--- config.mk ---
export PLATFORM = sky130hd
export DESIGN_NAME = mems_dac_spi_tx
export DESIGN_NICKNAME = d
export VERILOG_FILES = /design/src/rtl/mems_dac_spi_tx.sv
export SDC_FILE = /design/constraint.sdc
export NUM_CORES = 1
export LEC_CHECK = 0
export BUFFER_PORTS_ARGS = -buffer_cell sky130_fd_sc_hd__clkbuf_2
export CAP_MARGIN = 20
export CORE_UTILIZATION = 30
export CTS_CLUSTER_DIAMETER = 60
export DETAILED_ROUTE_END_ITERATION = 8
export GPL_ROUTABILITY_DRIVEN = 0
export HOLD_SLACK_MARGIN = 0.03
export MAX_ROUTING_LAYER = met4
export PLACE_DENSITY_LB_ADDON = 0.3
export SLEW_MARGIN = 20
export SYNTH_ARGS = -nofsm -noshare
export SYNTH_HDL_FRONTEND = slang
export SYNTH_SLANG_ARGS = --single-unit
--- constraint.sdc ---
create_clock -name clk -period 2.58 [get_ports clk]
set_input_delay 0.387 -clock clk [delete_from_list [all_inputs] [get_ports clk]]
set_output_delay 0.387 -clock clk [all_outputs]
set_load 0.02 [all_outputs]
--- src/rtl/mems_dac_spi_tx.sv ---
// mems_dac_spi_tx
// Sends one DAC command word per start pulse over SPI mode 1, MSB first,
// with cs_n framing. It answers the sequencer's start/busy handshake, and
// data_in comes from a ROM whose synchronous read is valid one cycle after start.
// Frame: IDLE -> LOAD (ROM latency) -> SHIFT (WORD_BITS bits) -> HOLD (cs_n gap).

module mems_dac_spi_tx #(
  parameter int WORD_BITS = 24,
  parameter int CLK_DIV   = 2,
  parameter int CS_GAP    = 2
) (
  input  logic                 clk,
  input  logic                 rst,
  input  logic                 start,
  input  logic [WORD_BITS-1:0] data_in,
  output logic                 busy,
  output logic                 frame_done,
  output logic                 spi_cs_n,
  output logic                 spi_sck,
  output logic                 spi_mosi
);

  localparam int CNT_W = $clog2(WORD_BITS + 1);
  localparam int DIV_W = $clog2(2 * CLK_DIV);
  localparam int GAP_W = $clog2(CS_GAP + 1);

  localparam logic [CNT_W-1:0] BIT_LAST = CNT_W'(WORD_BITS - 1);
  localparam logic [DIV_W-1:0] DIV_LAST = DIV_W'(2 * CLK_DIV - 1);
  localparam logic [DIV_W-1:0] DIV_HALF = DIV_W'(CLK_DIV);
  localparam logic [GAP_W-1:0] GAP_LAST = GAP_W'(CS_GAP - 1);

  typedef enum logic [1:0] {
    IDLE  = 2'd0,
    LOAD  = 2'd1,
    SHIFT = 2'd2,
    HOLD  = 2'd3
  } state_t;

  state_t               state_q, state_d;
  logic [WORD_BITS-1:0] shreg_q, shreg_d;
  logic [CNT_W-1:0]     bit_q, bit_d;
  logic [DIV_W-1:0]     div_q, div_d;
  logic [GAP_W-1:0]     gap_q, gap_d;
  logic                 busy_d, done_d, cs_n_d, sck_d, mosi_d;
  logic                 bit_end;

  // Last divider cycle of the current bit period.
  assign bit_end = (div_q == DIV_LAST);

  // State and output registers. Reset is synchronous and wins in every state.
  // A frame cut short here makes cs_n rise early, so the DAC drops the partial word.
  // NOTE: sequential state uses non-blocking assignments only, so every register samples pre-edge values.
  always_ff @(posedge clk) begin
    if (rst) begin
      state_q    <= IDLE;
      shreg_q    <= '0;
      bit_q      <= '0;
      div_q      <= '0;
      gap_q      <= '0;
      busy       <= 1'b0;
      frame_done <= 1'b0;
      spi_cs_n   <= 1'b1;
      spi_sck    <= 1'b0;
      spi_mosi   <= 1'b0;
    end else begin
      state_q    <= state_d;
      shreg_q    <= shreg_d;
      bit_q      <= bit_d;
      div_q      <= div_d;
      gap_q      <= gap_d;
      busy       <= busy_d;
      frame_done <= done_d;
      spi_cs_n   <= cs_n_d;
      spi_sck    <= sck_d;
      spi_mosi   <= mosi_d;
    end
  end

  // Next-state logic. start is looked at only in IDLE, so requests made while busy are dropped.
  always_comb begin
    state_d = state_q;
    case (state_q)
      IDLE:    if (start) state_d = LOAD;
      LOAD:    state_d = SHIFT;
      SHIFT:   if (bit_end && (bit_q == BIT_LAST)) state_d = HOLD;
      HOLD:    if (gap_q == GAP_LAST) state_d = IDLE;
      default: state_d = IDLE;
    endcase
  end

  // Next datapath and pin values. These are registered above, so the pins follow state_d in step.
  always_comb begin
    // NOTE: every signal gets a default before the case so no path leaves one unassigned (no latches).
    shreg_d = shreg_q;
    bit_d   = bit_q;
    div_d   = div_q;
    gap_d   = gap_q;
    busy_d  = (state_d != IDLE);
    done_d  = (state_q == HOLD) && (state_d == IDLE);
    cs_n_d  = (state_d != SHIFT);
    sck_d   = 1'b0;
    mosi_d  = 1'b0;

    case (state_q)
      LOAD: shreg_d = data_in;
      SHIFT: begin
        div_d = bit_end ? '0 : div_q + DIV_W'(1);
        if (bit_end) begin
          bit_d   = bit_q + CNT_W'(1);
          shreg_d = shreg_q << 1;
        end
      end
      HOLD:    gap_d = gap_q + GAP_W'(1);
      default: ;
    endcase

    // Each state starts with its counters at zero.
    if (state_d != state_q) begin
      bit_d = '0;
      div_d = '0;
      gap_d = '0;
    end

    // sck is high for the first half of each bit period. mosi changes on the rising edge.
    if (state_d == SHIFT) begin
      sck_d  = (div_d < DIV_HALF);
      mosi_d = shreg_d[WORD_BITS-1];
    end
  end

endmodule
Word level (Yosys, flattened, before mapping)
Cells that the tools add are included.
{"block": "totals", "regBits": 40, "in_bits": 27, "output_inout_bits": 5, "wordCells": 45}
{"block": "op_classes", "add_sub_neg": 3, "magnitude_cmp": 1, "n_eq_ne": 10, "muxes": 9, "bitwise": 1, "n_reduce_logical": 10}
{"op": "24-bit case mux with 2 select lines", "count": 1}
{"op": "24-bit 2-to-1 mux", "count": 1}
{"op": "2-bit 2-to-1 mux", "count": 6}
{"op": "2-bit equality test (second input constant)", "count": 4}
{"op": "2-bit case mux with 4 select lines", "count": 1}
{"op": "5-bit by 1-bit adder with 5-bit output (second input constant)", "count": 1}
{"op": "5-bit equality test (second input constant)", "count": 1}
{"op": "2-bit by 1-bit adder with 2-bit output (second input constant)", "count": 2}
{"op": "2-bit by 1-bit equality test with 1-bit output (second input constant)", "count": 2}
{"op": "2-bit zero test", "count": 2}
{"op": "2-bit inequality test (second input constant)", "count": 2}
{"op": "2-bit AND reduction", "count": 2}
{"op": "2-bit nonzero test", "count": 2}
{"op": "2-bit OR reduction", "count": 2}
{"op": "1-bit logical AND", "count": 2}
{"op": "2-bit < comparator (second input constant)", "count": 1}
{"op": "2-bit inequality test", "count": 1}
{"op": "1-bit inverter", "count": 1}

Depth between registers and ports, before layout
Gate-level depths: netlist (run 1).
{"block": "logic_depth", "ltp_word": 7, "ltp_mapped": 9, "ltp_nobuf": 6}

Least setup slack after synthesis (run 1)
OpenSTA, ideal clock, no wires.
{"block": "synth_timing", "path_kind": "register to register", "from": "reg state_q[0]", "to": "reg gap_q[1]", "setup_time_ns": 0.079, "arrival_ns": 1.838, "t_required_ns": 2.501, "path_slack_ns": 0.662, "stages_incl_launch_ff": 9, "path_buffers": 2, "period_less_slack_ns": 1.918, "cell_sequence": "dfxtp_1 > inv_1 > ha_1 > buf_6 > o21bai_4 > o22ai_1 > or4b_1 > buf_6 > a211oi_2"}
{"block": "synth_between", "elab_chain_cells": 4, "word_cells_on_any_way": 10, "cone_classes": "eq/ne: 4; mux: 4; reduce/logical: 2"}
{"item": "start: declaration", "line_no": "39", "text": "state_t state_q, state_d;"}
{"item": "start signal: assignment", "line_no": "66", "text": "state_q <= state_d;"}
{"item": "2-bit equality test (tied with other cells)", "line_no": "82, 104"}
{"item": "2-bit case mux with 4 select lines", "line_no": "82", "text": "case (state_q)"}
{"item": "2-bit inequality test", "line_no": "118", "text": "if (state_d != state_q) begin"}
{"item": "2-bit OR reduction (no line)"}
{"item": "end signal: assignment", "line_no": "70", "text": "gap_q <= gap_d;"}
{"item": "end: declaration", "line_no": "43", "text": "logic [GAP_W-1:0] gap_q, gap_d;"}
Several ways; a longest one is shown, not always the timed one.
A chain may end at the register's enable or synchronous reset.

Worst setup path after layout (run 1)
Same ends and word-level chain as after synthesis.

==> impl_metrics.json, run 1 <==
{
  "area_growth_pct": 17.4,
  "wl_per_cell_um": 13.0,
  "path_clk_slew_ns": 0.08,
  "post_cts_resized": 0,
  "slew_viol_final": 0,
  "yosysTopAreaCell": "dfxtp_1",
  "worst_ep_required_time_ns": 2.80,
  "dpl.hpwl_um": 2630,
  "min_path_type": "primary input to register",
  "root_buffer": "clkbuf_8",
  "coreArea_um2": 5920,
  "post-synth-top-area-fraction_pct": 43.7,
  "overflow": 0,
  "maxCapViolCount": 0,
  "ant_nets": 0,
  "grt_pass1_vias": 1305,
  "clockBufferDepth": 2,
  "skew_ns": 0.00873,
  "synth_xor_area_share_pct": 2.39,
  "p_leak_uw": 0.000844,
  "synth_adder_area_share_pct": 4.77,
  "clkLatencyLatePin_ns": 0.29,
  "synth_edf_count": 0,
  "wirelength_um": 3870,
  "synth-seq-area-share_pct": 43.7,
  "yosys-top-cells-area": "dfxtp_1 (44%), a22o_1 (11%), a22oi_1 (9.0%), nor2_1 (7.4%), ha_1 (4.8%)",
  "synthSimpleGateAreaFrac_pct": 15.4,
  "dieArea_um2": 6430,
  "cts_buffers": 5,
  "io_pins": 32,
  "arrival_ns": 2.42,
  "ys_types": 37,
  "synth_seq_cells": 40,
  "finalNonFillerCells": 297,
  "cp_max_fo": 10,
  "syn-cell-area_um2": 1830,
  "antenna_cells": 0,
  "grt_max_degree": 26,
  "fin_setup_tns_ns": 0,
  "syn_area_per_cell_um2": 9.50,
  "slew_headroom_pct": 71.1,
  "synthMuxAreaShare_pct": 2.32,
  "grt_pass1_wl_um": 6240,
  "path_class": "register to register",
  "endpoint_kind": "register",
  "dr.pass1.iters": 5,
  "status": "finished, final reports clean",
  "die_height_um": 80.2,
  "dp_cells": 289,
  "cp-start-kind": "register",
  "htree_levels": 2,
  "num_rows": 28,
  "clock-sinks": 40,
  "grt_util_all_layers_pct": 13.4,
  "max_clock_freq_mhz": 453,
  "die_width_um": 80.2,
  "synth_flop_cell": "dfxtp_1",
  "yosysWarnings": 0,
  "worst_pin_slew_ns": 0.434,
  "num_vias": 1483,
  "portBuffers": 31,
  "period_share_pct": 85.5,
  "synth_top_family_by_area": "compound AO/OA/AOI/OAI gates",
  "drive_above_1_share_pct": 22.5,
  "synth_compound_area_share_pct": 25.9,
  "synth_cells": 193,
  "layout_common_cells": "dfxtp_1 (40), nor2_1 (36), clkbuf_2 (31)",
  "ys_async_sr_fraction_pct": 0,
  "hold_viol_final": 0,
  "layout_commonest_cell": "dfxtp_1",
  "antenna_found_initial": 0,
  "initial_core_util_pct": 31.0,
  "rsz0062_at_grt": "false",
  "drc": 0,
  "cts_tree": "built",
  "hold_buffers": 0,
  "drtIter0Drc": 81,
  "fillCellCount": 630,
  "vias_per_cell": 4.99,
  "finalSetupViolCount": 0,
  "power.total_uw": 1830,
  "powerDensity_nw_per_um2": 850,
  "synth_nets": 227,
  "fin_nets": 255,
  "vdd_drop_max_uv": 267,
  "post-cts-setup-buffers": 0,
  "layout_min_cycle_time_ns": 2.21
}
==> per-stage QoR <==
stage	setup slack [ns]	hold slack [ns]	cell area [um2]	util, %
floorplan	0.662	0.455	1830	-
global placement	0.438	0.488	2050	34.6
detailed placement	0.376	0.494	2050	34.6
CTS	0.350	0.381	2150	36.4
global route	0.207	0.383	2150	36.4
finish	0.373	0.395	2150	36.4
==> flip-flops by register name (all words and copies together) (netlist names) <==
name        cells
bit_q           5
busy            1
div_q           2
frame_done      1
gap_q           2
shreg_q        24
spi_cs_n        1
spi_mosi        1
spi_sck         1
state_q         2
==> final cells by class <==
| class | instances | area [um2] | area share [%] |
|---|---|---|---|
| clock buffers | 6 | 72.6 | 3.37 |
| clock inverters | 2 | 35.0 | 1.63 |
| inverters | 4 | 15.0 | 0.697 |
| multi-input cells | 133 | 936 | 43.5 |
| flip-flops and latches | 40 | 801 | 37.2 |
| well taps | 75 | 93.8 | 4.36 |
| repair buffers | 37 | 200 | 9.30 |
==> kinds of logic (layout without fill, tap and decap cells) <==
family	Yosys count	count (layout)
adder cells (fa/ha/maj)	7	7
multiplexers	4	4
AND/OR/NAND/NOR	59	59
buffers and inverters	20	49
flip-flops	40	40
AO/OA/AOI/OAI	58	58
XOR/XNOR	5	5
==> synth_stat cells (3+ instances only) <==
| cell type | count |
|---|---|
| a22o_1 | 22 |
| nand2_1 | 3 |
| a22oi_1 | 22 |
| o21ai_0 | 3 |
| nand2b_1 | 4 |
| nand4_1 | 3 |
| buf_2 | 3 |
| nand3_1 | 3 |
| nor2b_1 | 3 |
| xor2_1 | 3 |
| clkbuf_1 | 9 |
| nor2_1 | 36 |
| inv_1 | 4 |
| ha_1 | 7 |
| dfxtp_1 | 40 |
==> per-layer routing <==
metal  up-vias  track usage [%]  share of wire (%)
li1        759                -                  -
met1       678             17.2                 50
met2        39             18.8                 43
met3         7             4.32                5.1
met4         0             6.43                2.0
met5         -                -                  0
==> final timing paths <==
kind	startpoint	end	slack, ns	cells after the start
max reg2reg	state_q[0]	gap_q[1]	0.37	6
max	state_q[0]	gap_q[1]	0.37	6
min	data_in[0]	shreg_q[0]	0.39	3
min reg2reg	shreg_q[20]	shreg_q[20]	0.51	2
==> report_power, final <==
part / total (uW) / leakage (uW) / internal [uW] / switching [uW]
Sequential: 696 / 0.000323 / 661 / 34.3
Clock: 502 / 0.0000552 / 287 / 215
Combinational: 633 / 0.000466 / 260 / 373
Total: 1830 / 0.000844 / 1210 / 622
==> critical path, stage by stage (launching register included) <==
cell	delay [ns]
dfxtp_1	0.44
inv_1	0.11
ha_1	0.36
o21bai_4	0.21
o22ai_1	0.10
or4b_1	0.66
a211oi_2	0.24
(Power assumes the default switching activity.)
==> inputs of run 2 (changes only) <==
==> constraint.sdc (replaced) <==
create_clock -name clk -period 2.7 [get_ports clk]
set_input_delay 0.405 -clock clk [delete_from_list [all_inputs] [get_ports clk]]
set_output_delay 0.405 -clock clk [all_outputs]
set_load 0.02 [all_outputs]
==> run 2 against run 1 <==
  * Fmax down 0.91%
  * Final area up 0.29%
  * Combinational power down 3.8%
  * Routed wire length up 3.4%
  * Core utilization up 0.11 points
  * Cell count down 0.34%
  * Global-route usage up 0.13 points
  * Critical path depth unchanged
  * Power down 1.7%
  * First-iteration DRC count up 26%
  * Largest cell class unchanged
==> impl_metrics.json, run 2 (same netlist as run 1, synthesis figures left out) <==
{
  "vias_per_cell": 5.03,
  "dr.pass1.iters": 4,
  "drive_above_1_share_pct": 22.6,
  "cp_slowest_cell": "or4b_1",
  "path_clk_slew_ns": 0.09,
  "reg_top3": "shreg_q: 24 flops, bit_q: 5 flops",
  "fin_setup_tns_ns": 0,
  "htree_levels": 2,
  "r2r-start": "state_q[0]",
  "cp-start-kind": "register",
  "ant_nets": 0,
  "layout_commonest_cell": "dfxtp_1",
  "finalSetupViolCount": 0,
  "dpl.hpwl_um": 2650,
  "p_leak_uw": 0.000844,
  "worst_pin_slew_ns": 0.436,
  "period_share_pct": 82.5,
  "worstHoldPathCells": 3,
  "clockBufferDepth": 2,
  "grt_pass1_vias": 1288,
  "root_buffer": "clkbuf_8",
  "max_clock_freq_mhz": 449,
  "worst_ep_required_time_ns": 2.92,
  "cts_buffers": 5,
  "portBuffers": 31,
  "dieArea_um2": 6430,
  "wl_per_cell_um": 13.5,
  "setup.worst_path.start": "state_q[0]",
  "post_cts_resized": 0,
  "grt_max_degree": 29,
  "r2r-end": "gap_q[1]",
  "cts_tree": "built",
  "slew_headroom_pct": 71.0,
  "crit_chain": "inv_1 -> ha_1 -> o21bai_4 -> o22ai_1 -> or4b_1 -> a211oi_2",
  "fin_nets": 254,
  "regMostFlops": "shreg_q",
  "arrival_ns": 2.45,
  "clock-sinks": 40,
  "io_pins": 32,
  "layout_common_cells": "dfxtp_1 (40), nor2_1 (36), clkbuf_2 (31)",
  "grt_pass1_wl_um": 6310,
  "maxCapViolCount": 0,
  "die_width_um": 80.2,
  "num_vias": 1489,
  "clkLatencyLatePin_ns": 0.30,
  "worstRegToRegCells": 6,
  "drc": 0,
  "hold_viol_final": 0,
  "layout_min_cycle_time_ns": 2.23,
  "die_height_um": 80.2,
  "coreArea_um2": 5920,
  "min_to": "shreg_q[0]",
  "area_growth_pct": 17.7,
  "reg2reg_slack_ns": 0.47,
  "status": "finished, final reports clean",
  "vdd_drop_max_uv": 257,
  "largest_reg_flops": 24,
  "hold_buffers": 0,
  "antenna_found_initial": 0,
  "cp_max_fo": 10,
  "num_rows": 28,
  "min_path_type": "primary input to register",
  "slowest_delay_ns": 0.64,
  "path_class": "register to register",
  "holdCritStartpoint": "data_in[0]",
  "slew_viol_final": 0,
  "final_util_pct": 36.5,
  "grt_util_all_layers_pct": 13.5,
  "wirelength_um": 4010,
  "drtIter0Drc": 102,
  "endpoint_kind": "register",
  "fillCellCount": 615,
  "skew_ns": 0.0126,
  "rsz0062_at_grt": "false",
  "post-cts-setup-buffers": 0,
  "powerDensity_nw_per_um2": 834,
  "initial_core_util_pct": 31.0,
  "overflow": 0,
  "antenna_cells": 0
}
run 2: cell count changes in the layout (fill, tap and decap cells not counted), sizes merged:
cell  change
buf       -1
run 2: routing by layer:
metal / vias up / wire [um] / GRT usage [%]
met5: - / 0 / -
met4: 0 / 82 / 6.43
met3: 5 / 188 / 4.20
met2: 32 / 1660 / 17.6
met1: 699 / 2080 / 18.6
li1: 753 / - / -
run 2: per-stage QoR:
step	hold slack [ns]	total power, uW	cell area [um2]	cells	setup slack [ns]
6_report	0.393	1800	2160	296	0.473
5_1_grt	0.420	1900	2160	296	0.329
4_1_cts	0.381	1820	2160	296	0.492
3_5_place_dp	0.485	1290	2040	288	0.526
3_3_place_gp	0.488	1290	2040	288	0.577
2_1_floorplan	0.455	1170	1830	193	0.782
run 2: worst max-delay path: cells and delay by family, from the launching register on:
family / cells / cell delay [ns]
buf+inv: 1 / 0.12
simple gates: 1 / 0.64
fa+ha+maj: 1 / 0.37
flops: 1 / 0.46
compound gates: 3 / 0.55
run 2: final cells by class:
| class | count | area, um2 | share of cell area, % |
|---|---|---|---|
| Sequential cell | 40 | 801 | 37.1 |
| Timing Repair Buffer | 36 | 193 | 8.92 |
| Multi-Input combinational cell | 133 | 936 | 43.3 |
| Clock inverter | 2 | 38.8 | 1.80 |
| Inverter | 4 | 15.0 | 0.695 |
| Tap cell | 75 | 93.8 | 4.35 |
| Clock buffer | 6 | 82.6 | 3.82 |
run 2: power breakdown:
group	total (uW)	switching [uW]	leakage [uW]	internal, uW
clock	525	222	0.0000614	302
combinational	609	360	0.000460	249
sequential	666	34.4	0.000323	632
run 2: worst max path at each step:
stage,to,slack (ns),depth (start not counted)
finish,gap_q[1],0.47,6
global route,gap_q[1],0.33,6
CTS,gap_q[1],0.49,6
detailed placement,gap_q[1],0.53,6
global placement,gap_q[1],0.58,6
floorplan,gap_q[1],0.78,8
